$ cat src/rtl/nec_ir_pkg.sv
// Shared NEC infrared definitions: default timing counts (50 MHz clock),
// receiver decision thresholds, transmitter state codes and frame assembly.
package nec_ir_pkg;

    // Every duration counter in the IR blocks uses this width (fits GAP).
    localparam int CNT_W = 22;

    // Default phase lengths in clk cycles at 50 MHz.
    localparam int DEF_LEADER_MARK  = 450000;   // 9 ms
    localparam int DEF_LEADER_SPACE = 225000;   // 4.5 ms
    localparam int DEF_REPEAT_SPACE = 112500;   // 2.25 ms
    localparam int DEF_BIT_MARK     = 28125;    // 562.5 us
    localparam int DEF_ZERO_SPACE   = 28125;    // 562.5 us
    localparam int DEF_ONE_SPACE    = 84375;    // 1687.5 us
    localparam int DEF_GAP          = 2000000;  // 40 ms
    localparam int DEF_CARRIER_HALF = 658;      // ~38 kHz carrier

    // Receiver thresholds: midpoints between the two legal lengths.
    localparam int DEF_LEADER_SPACE_THRESHOLD = (DEF_LEADER_SPACE + DEF_REPEAT_SPACE) / 2;
    localparam int DEF_BIT_THRESHOLD          = (DEF_ZERO_SPACE + DEF_ONE_SPACE) / 2;
    localparam int DEF_LEADER_MARK_MIN        = (DEF_LEADER_MARK * 3) / 4;

    // Transmitter state codes.
    localparam logic [2:0] ST_IDLE       = 3'd0;
    localparam logic [2:0] ST_LEAD_MARK  = 3'd1;
    localparam logic [2:0] ST_LEAD_SPACE = 3'd2;
    localparam logic [2:0] ST_REP_SPACE  = 3'd3;
    localparam logic [2:0] ST_BIT_MARK   = 3'd4;
    localparam logic [2:0] ST_BIT_SPACE  = 3'd5;
    localparam logic [2:0] ST_STOP_MARK  = 3'd6;
    localparam logic [2:0] ST_GAP        = 3'd7;

    // On-air word, transmitted bit 0 first.
    function automatic logic [31:0] nec_frame(input logic [15:0] address,
                                              input logic [7:0]  command);
        return {~command, command, address[15:8], address[7:0]};
    endfunction

endpackage

$ cat src/rtl/nec_ir_tx_if.sv
// Request/status bundle between a client and the NEC transmitter.
interface nec_ir_tx_if;

    logic        start;
    logic        repeat_req;
    logic [15:0] address;
    logic [7:0]  command;
    logic        ir_line;
    logic        ir_led;
    logic        busy;
    logic        done;

    modport master (
        output start, repeat_req, address, command,
        input  ir_line, ir_led, busy, done
    );

    modport slave (
        input  start, repeat_req, address, command,
        output ir_line, ir_led, busy, done
    );

endinterface

$ cat src/rtl/ir_carrier_gen.sv
// Square-wave carrier that runs only while enabled. Each enable rise
// restarts it at phase 1, so every burst opens with a full high half-period.
module ir_carrier_gen
    import nec_ir_pkg::*;
#(
    parameter int CARRIER_HALF = DEF_CARRIER_HALF
) (
    input  logic clk,
    input  logic rst,
    input  logic enable,
    output logic carrier
);

    logic             enable_q;
    logic [CNT_W-1:0] half_cnt;

    // Half-period divider: held cleared while disabled, reloaded on enable rise.
    always_ff @(posedge clk or posedge rst) begin
        // NOTE: sequential state uses non-blocking assignments so every
        // register samples pre-edge values regardless of statement order.
        if (rst) begin
            enable_q <= 1'b0;
            half_cnt <= '0;
            carrier  <= 1'b0;
        end else begin
            enable_q <= enable;
            if (!enable) begin
                half_cnt <= '0;
                carrier  <= 1'b0;
            end else if (!enable_q) begin
                half_cnt <= CNT_W'(CARRIER_HALF - 1);
                carrier  <= 1'b1;
            end else if (half_cnt == '0) begin
                half_cnt <= CNT_W'(CARRIER_HALF - 1);
                carrier  <= ~carrier;
            end else begin
                half_cnt <= half_cnt - 1'b1;
            end
        end
    end

endmodule

$ cat src/rtl/nec_ir_tx.sv
// NEC infrared transmitter: serialises a latched 32-bit frame or a repeat
// code onto a registered line level, with a carrier-gated LED drive.
module nec_ir_tx
    import nec_ir_pkg::*;
#(
    parameter int LEADER_MARK  = DEF_LEADER_MARK,
    parameter int LEADER_SPACE = DEF_LEADER_SPACE,
    parameter int REPEAT_SPACE = DEF_REPEAT_SPACE,
    parameter int BIT_MARK     = DEF_BIT_MARK,
    parameter int ZERO_SPACE   = DEF_ZERO_SPACE,
    parameter int ONE_SPACE    = DEF_ONE_SPACE,
    parameter int GAP          = DEF_GAP,
    parameter int CARRIER_HALF = DEF_CARRIER_HALF
) (
    input  logic       clk,
    input  logic       rst,
    nec_ir_tx_if.slave bus
);

    logic [2:0]       state_q,  state_n;
    logic [CNT_W-1:0] cnt_q,    cnt_n;
    logic [5:0]       bit_q,    bit_n;
    logic [31:0]      data_q,   data_n;
    logic             rep_q,    rep_n;
    logic             line_q,   line_n;
    logic             busy_q,   busy_n;
    logic             done_q,   done_n;
    logic             carrier;

    // Next-state, next-line and duration-counter reload decisions.
    always_comb begin
        // NOTE: every output of this block gets a default first, so no path
        // leaves a signal unassigned and no latch is inferred.
        state_n = state_q;
        cnt_n   = (cnt_q != '0) ? cnt_q - 1'b1 : cnt_q;
        bit_n   = bit_q;
        data_n  = data_q;
        rep_n   = rep_q;
        line_n  = line_q;
        busy_n  = busy_q;
        done_n  = 1'b0;

        case (state_q)
            ST_IDLE: begin
                if (bus.start) begin
                    state_n = ST_LEAD_MARK;
                    cnt_n   = CNT_W'(LEADER_MARK - 1);
                    bit_n   = '0;
                    data_n  = nec_frame(bus.address, bus.command);
                    rep_n   = bus.repeat_req;
                    line_n  = 1'b0;
                    busy_n  = 1'b1;
                end
            end
            ST_LEAD_MARK: begin
                if (cnt_q == '0) begin
                    line_n = 1'b1;
                    if (rep_q) begin
                        state_n = ST_REP_SPACE;
                        cnt_n   = CNT_W'(REPEAT_SPACE - 1);
                    end else begin
                        state_n = ST_LEAD_SPACE;
                        cnt_n   = CNT_W'(LEADER_SPACE - 1);
                    end
                end
            end
            ST_LEAD_SPACE: begin
                if (cnt_q == '0) begin
                    state_n = ST_BIT_MARK;
                    cnt_n   = CNT_W'(BIT_MARK - 1);
                    line_n  = 1'b0;
                end
            end
            ST_REP_SPACE: begin
                if (cnt_q == '0) begin
                    state_n = ST_STOP_MARK;
                    cnt_n   = CNT_W'(BIT_MARK - 1);
                    line_n  = 1'b0;
                end
            end
            ST_BIT_MARK: begin
                if (cnt_q == '0) begin
                    state_n = ST_BIT_SPACE;
                    cnt_n   = data_q[bit_q[4:0]] ? CNT_W'(ONE_SPACE - 1)
                                                 : CNT_W'(ZERO_SPACE - 1);
                    line_n  = 1'b1;
                end
            end
            ST_BIT_SPACE: begin
                if (cnt_q == '0) begin
                    state_n = (bit_q == 6'd31) ? ST_STOP_MARK : ST_BIT_MARK;
                    cnt_n   = CNT_W'(BIT_MARK - 1);
                    bit_n   = bit_q + 6'd1;
                    line_n  = 1'b0;
                end
            end
            ST_STOP_MARK: begin
                if (cnt_q == '0) begin
                    state_n = ST_GAP;
                    cnt_n   = CNT_W'(GAP - 1);
                    line_n  = 1'b1;
                    done_n  = 1'b1;
                end
            end
            ST_GAP: begin
                if (cnt_q == '0) begin
                    state_n = ST_IDLE;
                    busy_n  = 1'b0;
                end
            end
            default: begin
                state_n = ST_IDLE;
                cnt_n   = '0;
                line_n  = 1'b1;
                busy_n  = 1'b0;
            end
        endcase
    end

    // State, counters, latched frame and registered outputs.
    always_ff @(posedge clk or posedge rst) begin
        if (rst) begin
            state_q <= ST_IDLE;
            cnt_q   <= '0;
            bit_q   <= '0;
            data_q  <= '0;
            rep_q   <= 1'b0;
            line_q  <= 1'b1;
            busy_q  <= 1'b0;
            done_q  <= 1'b0;
        end else begin
            state_q <= state_n;
            cnt_q   <= cnt_n;
            bit_q   <= bit_n;
            data_q  <= data_n;
            rep_q   <= rep_n;
            line_q  <= line_n;
            busy_q  <= busy_n;
            done_q  <= done_n;
        end
    end

    // Carrier is enabled from the next line level so its first high cycle
    // coincides with the first low cycle of each mark.
    ir_carrier_gen #(
        .CARRIER_HALF(CARRIER_HALF)
    ) u_carrier (
        .clk    (clk),
        .rst    (rst),
        .enable (~line_n),
        .carrier(carrier)
    );

    assign bus.ir_line = line_q;
    assign bus.ir_led  = ~line_q & carrier;
    assign bus.busy    = busy_q;
    assign bus.done    = done_q;

endmodule

$ cat src/flat_wrapper.sv
// flat-port wrapper written by rule: the top's interface ports become plain ports
module nec_ir_tx_flat import nec_ir_pkg::*;
#(
    parameter int LEADER_MARK  = DEF_LEADER_MARK,
    parameter int LEADER_SPACE = DEF_LEADER_SPACE,
    parameter int REPEAT_SPACE = DEF_REPEAT_SPACE,
    parameter int BIT_MARK     = DEF_BIT_MARK,
    parameter int ZERO_SPACE   = DEF_ZERO_SPACE,
    parameter int ONE_SPACE    = DEF_ONE_SPACE,
    parameter int GAP          = DEF_GAP,
    parameter int CARRIER_HALF = DEF_CARRIER_HALF
)
  (clk, rst, bus_start, bus_repeat_req, bus_address, bus_command, bus_ir_line, bus_ir_led, bus_busy, bus_done);
  nec_ir_tx_if bus_i ();
  input  logic clk;
  input  logic rst;
  input wire logic [$bits(bus_i.start)-1:0] bus_start;
  input wire logic [$bits(bus_i.repeat_req)-1:0] bus_repeat_req;
  input wire logic [$bits(bus_i.address)-1:0] bus_address;
  input wire logic [$bits(bus_i.command)-1:0] bus_command;
  output wire logic [$bits(bus_i.ir_line)-1:0] bus_ir_line;
  output wire logic [$bits(bus_i.ir_led)-1:0] bus_ir_led;
  output wire logic [$bits(bus_i.busy)-1:0] bus_busy;
  output wire logic [$bits(bus_i.done)-1:0] bus_done;
  assign bus_i.start = bus_start;
  assign bus_i.repeat_req = bus_repeat_req;
  assign bus_i.address = bus_address;
  assign bus_i.command = bus_command;
  assign bus_ir_line = bus_i.ir_line;
  assign bus_ir_led = bus_i.ir_led;
  assign bus_busy = bus_i.busy;
  assign bus_done = bus_i.done;
  nec_ir_tx #(.LEADER_MARK(LEADER_MARK), .LEADER_SPACE(LEADER_SPACE), .REPEAT_SPACE(REPEAT_SPACE), .BIT_MARK(BIT_MARK), .ZERO_SPACE(ZERO_SPACE), .ONE_SPACE(ONE_SPACE), .GAP(GAP), .CARRIER_HALF(CARRIER_HALF)) u_core (.clk(clk), .rst(rst), .bus(bus_i));
endmodule
$ cat config.mk
export PLATFORM = sky130hd
export DESIGN_NAME = nec_ir_tx_flat
export DESIGN_NICKNAME = d
export VERILOG_FILES = /design/src/rtl/nec_ir_pkg.sv /design/src/rtl/nec_ir_tx_if.sv /design/src/rtl/ir_carrier_gen.sv /design/src/rtl/nec_ir_tx.sv /design/src/flat_wrapper.sv
export SDC_FILE = /design/constraint.sdc
export NUM_CORES = 1
export LEC_CHECK = 0
export CAP_MARGIN = 10
export CORE_ASPECT_RATIO = 0.7
export CORE_MARGIN = 2
export CORE_UTILIZATION = 45
export CTS_CLUSTER_DIAMETER = 150
export DETAILED_ROUTE_END_ITERATION = 8
export GPL_TIMING_DRIVEN = 0
export RECOVER_POWER = 100
export SLEW_MARGIN = 20
export SYNTH_ARGS = -nofsm -noshare
export SYNTH_HDL_FRONTEND = slang
export SYNTH_HIERARCHICAL = 1
export SYNTH_SLANG_ARGS = --single-unit
$ cat constraint.sdc
create_clock -name clk -period 3.6 [get_ports clk]
set_input_delay 0.54 -clock clk [delete_from_list [all_inputs] [get_ports clk]]
set_output_delay 0.54 -clock clk [all_outputs]
set_load 0.01 [all_outputs]
==> results list <==
* Result of the run: finished clean
- Synth Cell Area: about 5100 sq um
- Largest voltage drop on the vdd net: 297 uV
- CTS tree: built
* Sum of routed wire length over all layers: about 13 mm
- Crit path max-delay family: simple AND/OR/NAND/NOR gates
- The worst path in the final design needs a cycle of 3.35 ns, including I/O delays and setup.
- Synth Register Bits: between 90 and 100
- In the routed design, unresolved DRC markers number 0.
- Beginning of the critical path: u_core/cnt_q[8]
* Mean Syn Cell Area: 9.08 sq um
* Worst hold slack after final layout: 0.472 ns
- Sequential share of the synthesized area: around 44%
- Among all stages on the critical path, the largest delay is contributed by dfrtp_1.
* Drt first pass iters: 5
* Global-route wire length before repair: 22.0 mm
* Die X-Extent: around 130 microns
- The later pin in the worst-skew pair is clocked with a latency of 0.34 ns.
- At the worst endpoint, the arrival time is 3.62 ns.
* Pin count of the biggest net entering global routing: 43
* Destination of the critical timing path: u_core/cnt_q[0]
* Clock root buffer: clkbuf_16
- Along the worst path, the maximum fanout reaches 10.
- The clock passes through at most 2 buffers.
- STA puts the critical path data required time at 3.87 ns.
- Type of origin of the critical path: flip-flop
- Total nets after synthesis: roughly 600
* DR iter-0 viols: 396
- Together, buffers and inverters on the worst path number 2.
* Capture instance of the worst register-to-register path: u_core/cnt_q[0]
* Endpoint type of the worst setup path: flip-flop
- Number of enable flip-flop cells after synthesis: 0
- In the synthesized netlist the async set-or-reset flop fraction comes to 100%.
- Worst slew pin tran: approximately 1.2 ns
- The number of different library cells used by synthesis comes to 65.
* Vias: 4388
* TNS Setup: 0 ns
- Core ar.: 11100 sq um
- TritonCTS created 9 clock buffers.
* Final count of pins violating max slew: 0
* Final routed wire length divided by cell count: 17.4 microns
- Starting Density: 46.4%
- Net count reported at finish: 641
- The number of global-route vias before repair came to 4158.
* H-tree levels: 3
* Relative slew margins: 19.9%
- Number of rows created at floorplan: 32
- Power density normalized to cell area: 372 nW/um^2
- Clock sink count: 91
* Cells after Synth: between 500 and 600
- The wire-length estimate of the detail-placed layout is 9.43 mm.
- On the worst path, the slowest cell contributes a delay of 0.47 ns.
- Setup violations remaining at the end of the flow were counted as 0.
- Fin. Hold Viols: 0
- The post-route netlist has 8.17% of its cells at a drive strength greater than 1.
- The path class of the tightest hold or removal check is flip-flop to flip-flop.
- Unrepaired setup endpoints after global routing: no
* Most used DFF post-synth: dfrtp_1
- In the layout the commonest cells are nand2_1, dfrtp_1, nor2_1.
* Post-DRT Antenna Nets: 0
- Final standard cell count with taps included and fillers excluded: 765
- The analysis attributes to cell leakage a power of 2.53 nW.
* Aggregate global-route resource usage: between 20 and 25%
- The number of antenna violations at the first check in global routing is 0.
- The critical path crosses 9 cells after its start point.
* Number of antenna diodes: 0
- Global routing finished with a remaining overflow of 0.
- Using the TritonRoute via totals, the vias-per-cell ratio works out to between 5 and 6.
* Total die area: between 10000 and 15000 sq um
- The critical path goes through nor4_2, nor4b_1, and4_1, clkbuf_1, clkinv_1, ha_1, a221oi_1, a211oi_1, a21oi_1.
* Beginning of the worst register-to-register path: u_core/cnt_q[8]
- Clock skew on the completed layout was measured at 0.0107 ns.
- The library cell used most frequently in the layout, excluding fill and tap cells, is nand2_1.
- The tool flagged a number of max-cap violations equal to 0.
* Fill cells: 1065
* Port Buffers: 31
- The area growth from synthesis to layout is 16.5%.
- In this run the count of I/O pins placed on the die edge is 32.
- Count of synthesis-stage warnings from yosys: 6
* Vert. Die Dim: 93.3 microns
- Type of the setup path with the least slack: flip-flop to flip-flop
- Clock slew at the register clock pins of the worst setup and hold paths: approximately 0.07 ns
- Derived from the worst setup path, the maximum achievable clock frequency is 299 MHz.
- Register-to-register setup slack: 0.25 ns
- GP Congestion: a little over 0.9
* Worst reg2reg path depth: 9
- In the finished design, the share of the clock period the worst path needs comes to 93.0%.
- Total Power: 2.22 mW
* Count of placed standard cells including taps: 750
## flip-flops by register name, indices dropped and copies added, names as in the netlist
register,cells
u_core/bit_q,6
u_core/bus.busy,1
u_core/cnt_q,22
u_core/u_carrier/half_cnt,22
u_core/u_carrier/carrier,1
u_core/data_q,32
u_core/u_carrier/enable_q,1
u_core/state_q,3
u_core/rep_q,1
u_core/bus.done,1
u_core/bus.ir_line,1
## how the worst min path moves through the flow
stage / from / endpoint / slack, ns / cells after the start
after floorplan: u_core/data_q[8] / u_core/data_q[8] / 0.44 / 2
after global placement: u_core/data_q[5] / u_core/data_q[5] / 0.45 / 2
after detailed placement: u_core/data_q[13] / u_core/data_q[13] / 0.46 / 2
after CTS: u_core/data_q[13] / u_core/data_q[13] / 0.47 / 2
after global routing: u_core/data_q[11] / u_core/data_q[11] / 0.50 / 2
final: u_core/data_q[13] / u_core/data_q[13] / 0.47 / 2
## cells in the mapped netlist (4+ instances only)
master	number	area share (%)
nand2b_1	8	0.98
xnor2_1	20	3.4
o21ai_0	18	1.8
nor4_1	12	1.5
nor2_1	52	3.8
nand3b_1	4	0.59
buf_6	7	1.5
mux2i_1	11	2.1
nand4_1	6	0.73
a31oi_1	5	0.61
or3_1	11	1.3
xor2_1	10	1.7
a211oi_1	4	0.59
a21boi_0	4	0.59
dfrtp_1	90	44
nand3_1	14	1.4
mux4_2	4	1.8
nor2b_1	6	0.73
or4_1	12	1.8
nor3b_1	4	0.59
nor3_1	20	2.0
o211ai_1	6	0.88
clkbuf_8	4	1.1
o21a_1	4	0.59
ha_1	6	1.5
clkbuf_1	21	1.5
o31ai_1	7	1.0
a21oi_1	29	2.8
inv_1	14	1.0
nand2_1	101	7.4
## where the power goes
part / total [mW] / internal (mW) / switching [mW]
clock: 1.05 / 0.649 / 0.402
combinational: 0.109 / 0.0548 / 0.0545
sequential: 1.06 / 1.05 / 0.0161
## per-stage QoR
step | utilization [%] | area [sq um] | setup WS, ns
2_1_floorplan | - | 5130 | 0.372
3_3_place_gp | 51.0 | 5630 | -0.330
3_5_place_dp | 51.2 | 5660 | -0.308
4_1_cts | 54.3 | 6010 | 0.127
5_1_grt | 54.1 | 5980 | 0.0370
6_report | 54.1 | 5980 | 0.254
## per-layer routing
layer / up-vias / GRT usage, % / routed length (microns)
met5: - / 0 / 0
met4: 0 / 6.07 / 144
met3: 13 / 4.17 / 953
met2: 157 / 33.2 / 5630
met1: 2124 / 34.0 / 6550
li1: 2094 / - / -
## worst min-delay path, cell delays in order, from the launching register on
cell     delay (ns)
dfrtp_1        0.34
nand2_1        0.05
nand2_1        0.06
## kinds of logic (layout without fill, tap and decap cells)
group / after synthesis / count (layout) / share of synthesized area [%]
AO/OA/AOI/OAI: 103 / 103 / 13.2
XOR/XNOR: 30 / 30 / 5.12
adder cells (fa/ha/maj): 6 / 6 / 1.46
buffers and inverters: 50 / 97 / 5.54
flip-flops: 91 / 91 / 44.4
multiplexers: 16 / 16 / 4.12
AND/OR/NAND/NOR: 269 / 269 / 26.1
## final cells by class
class / count / area (sq um) / area share [%]
clock inverters: 5 / 83.8 / 1.40
flip-flops and latches: 91 / 2280 / 38.1
repair buffers: 32 / 315 / 5.28
multi-input cells: 424 / 2570 / 43.1
plain buffers: 34 / 223 / 3.73
well taps: 153 / 191 / 3.20
clock buffers: 11 / 253 / 4.23
inverters: 15 / 57.6 / 0.963
## timing repair
action / in CTS / in global routing
setup buffers: 0 / 0
hold buffers: 0 / 0
endpoints found under the hold margin: 0 / 0
endpoints found under the setup margin: 10 / 15
resized for setup: 2 / 1
No activity file was read; power rests on OpenSTA's default activity.
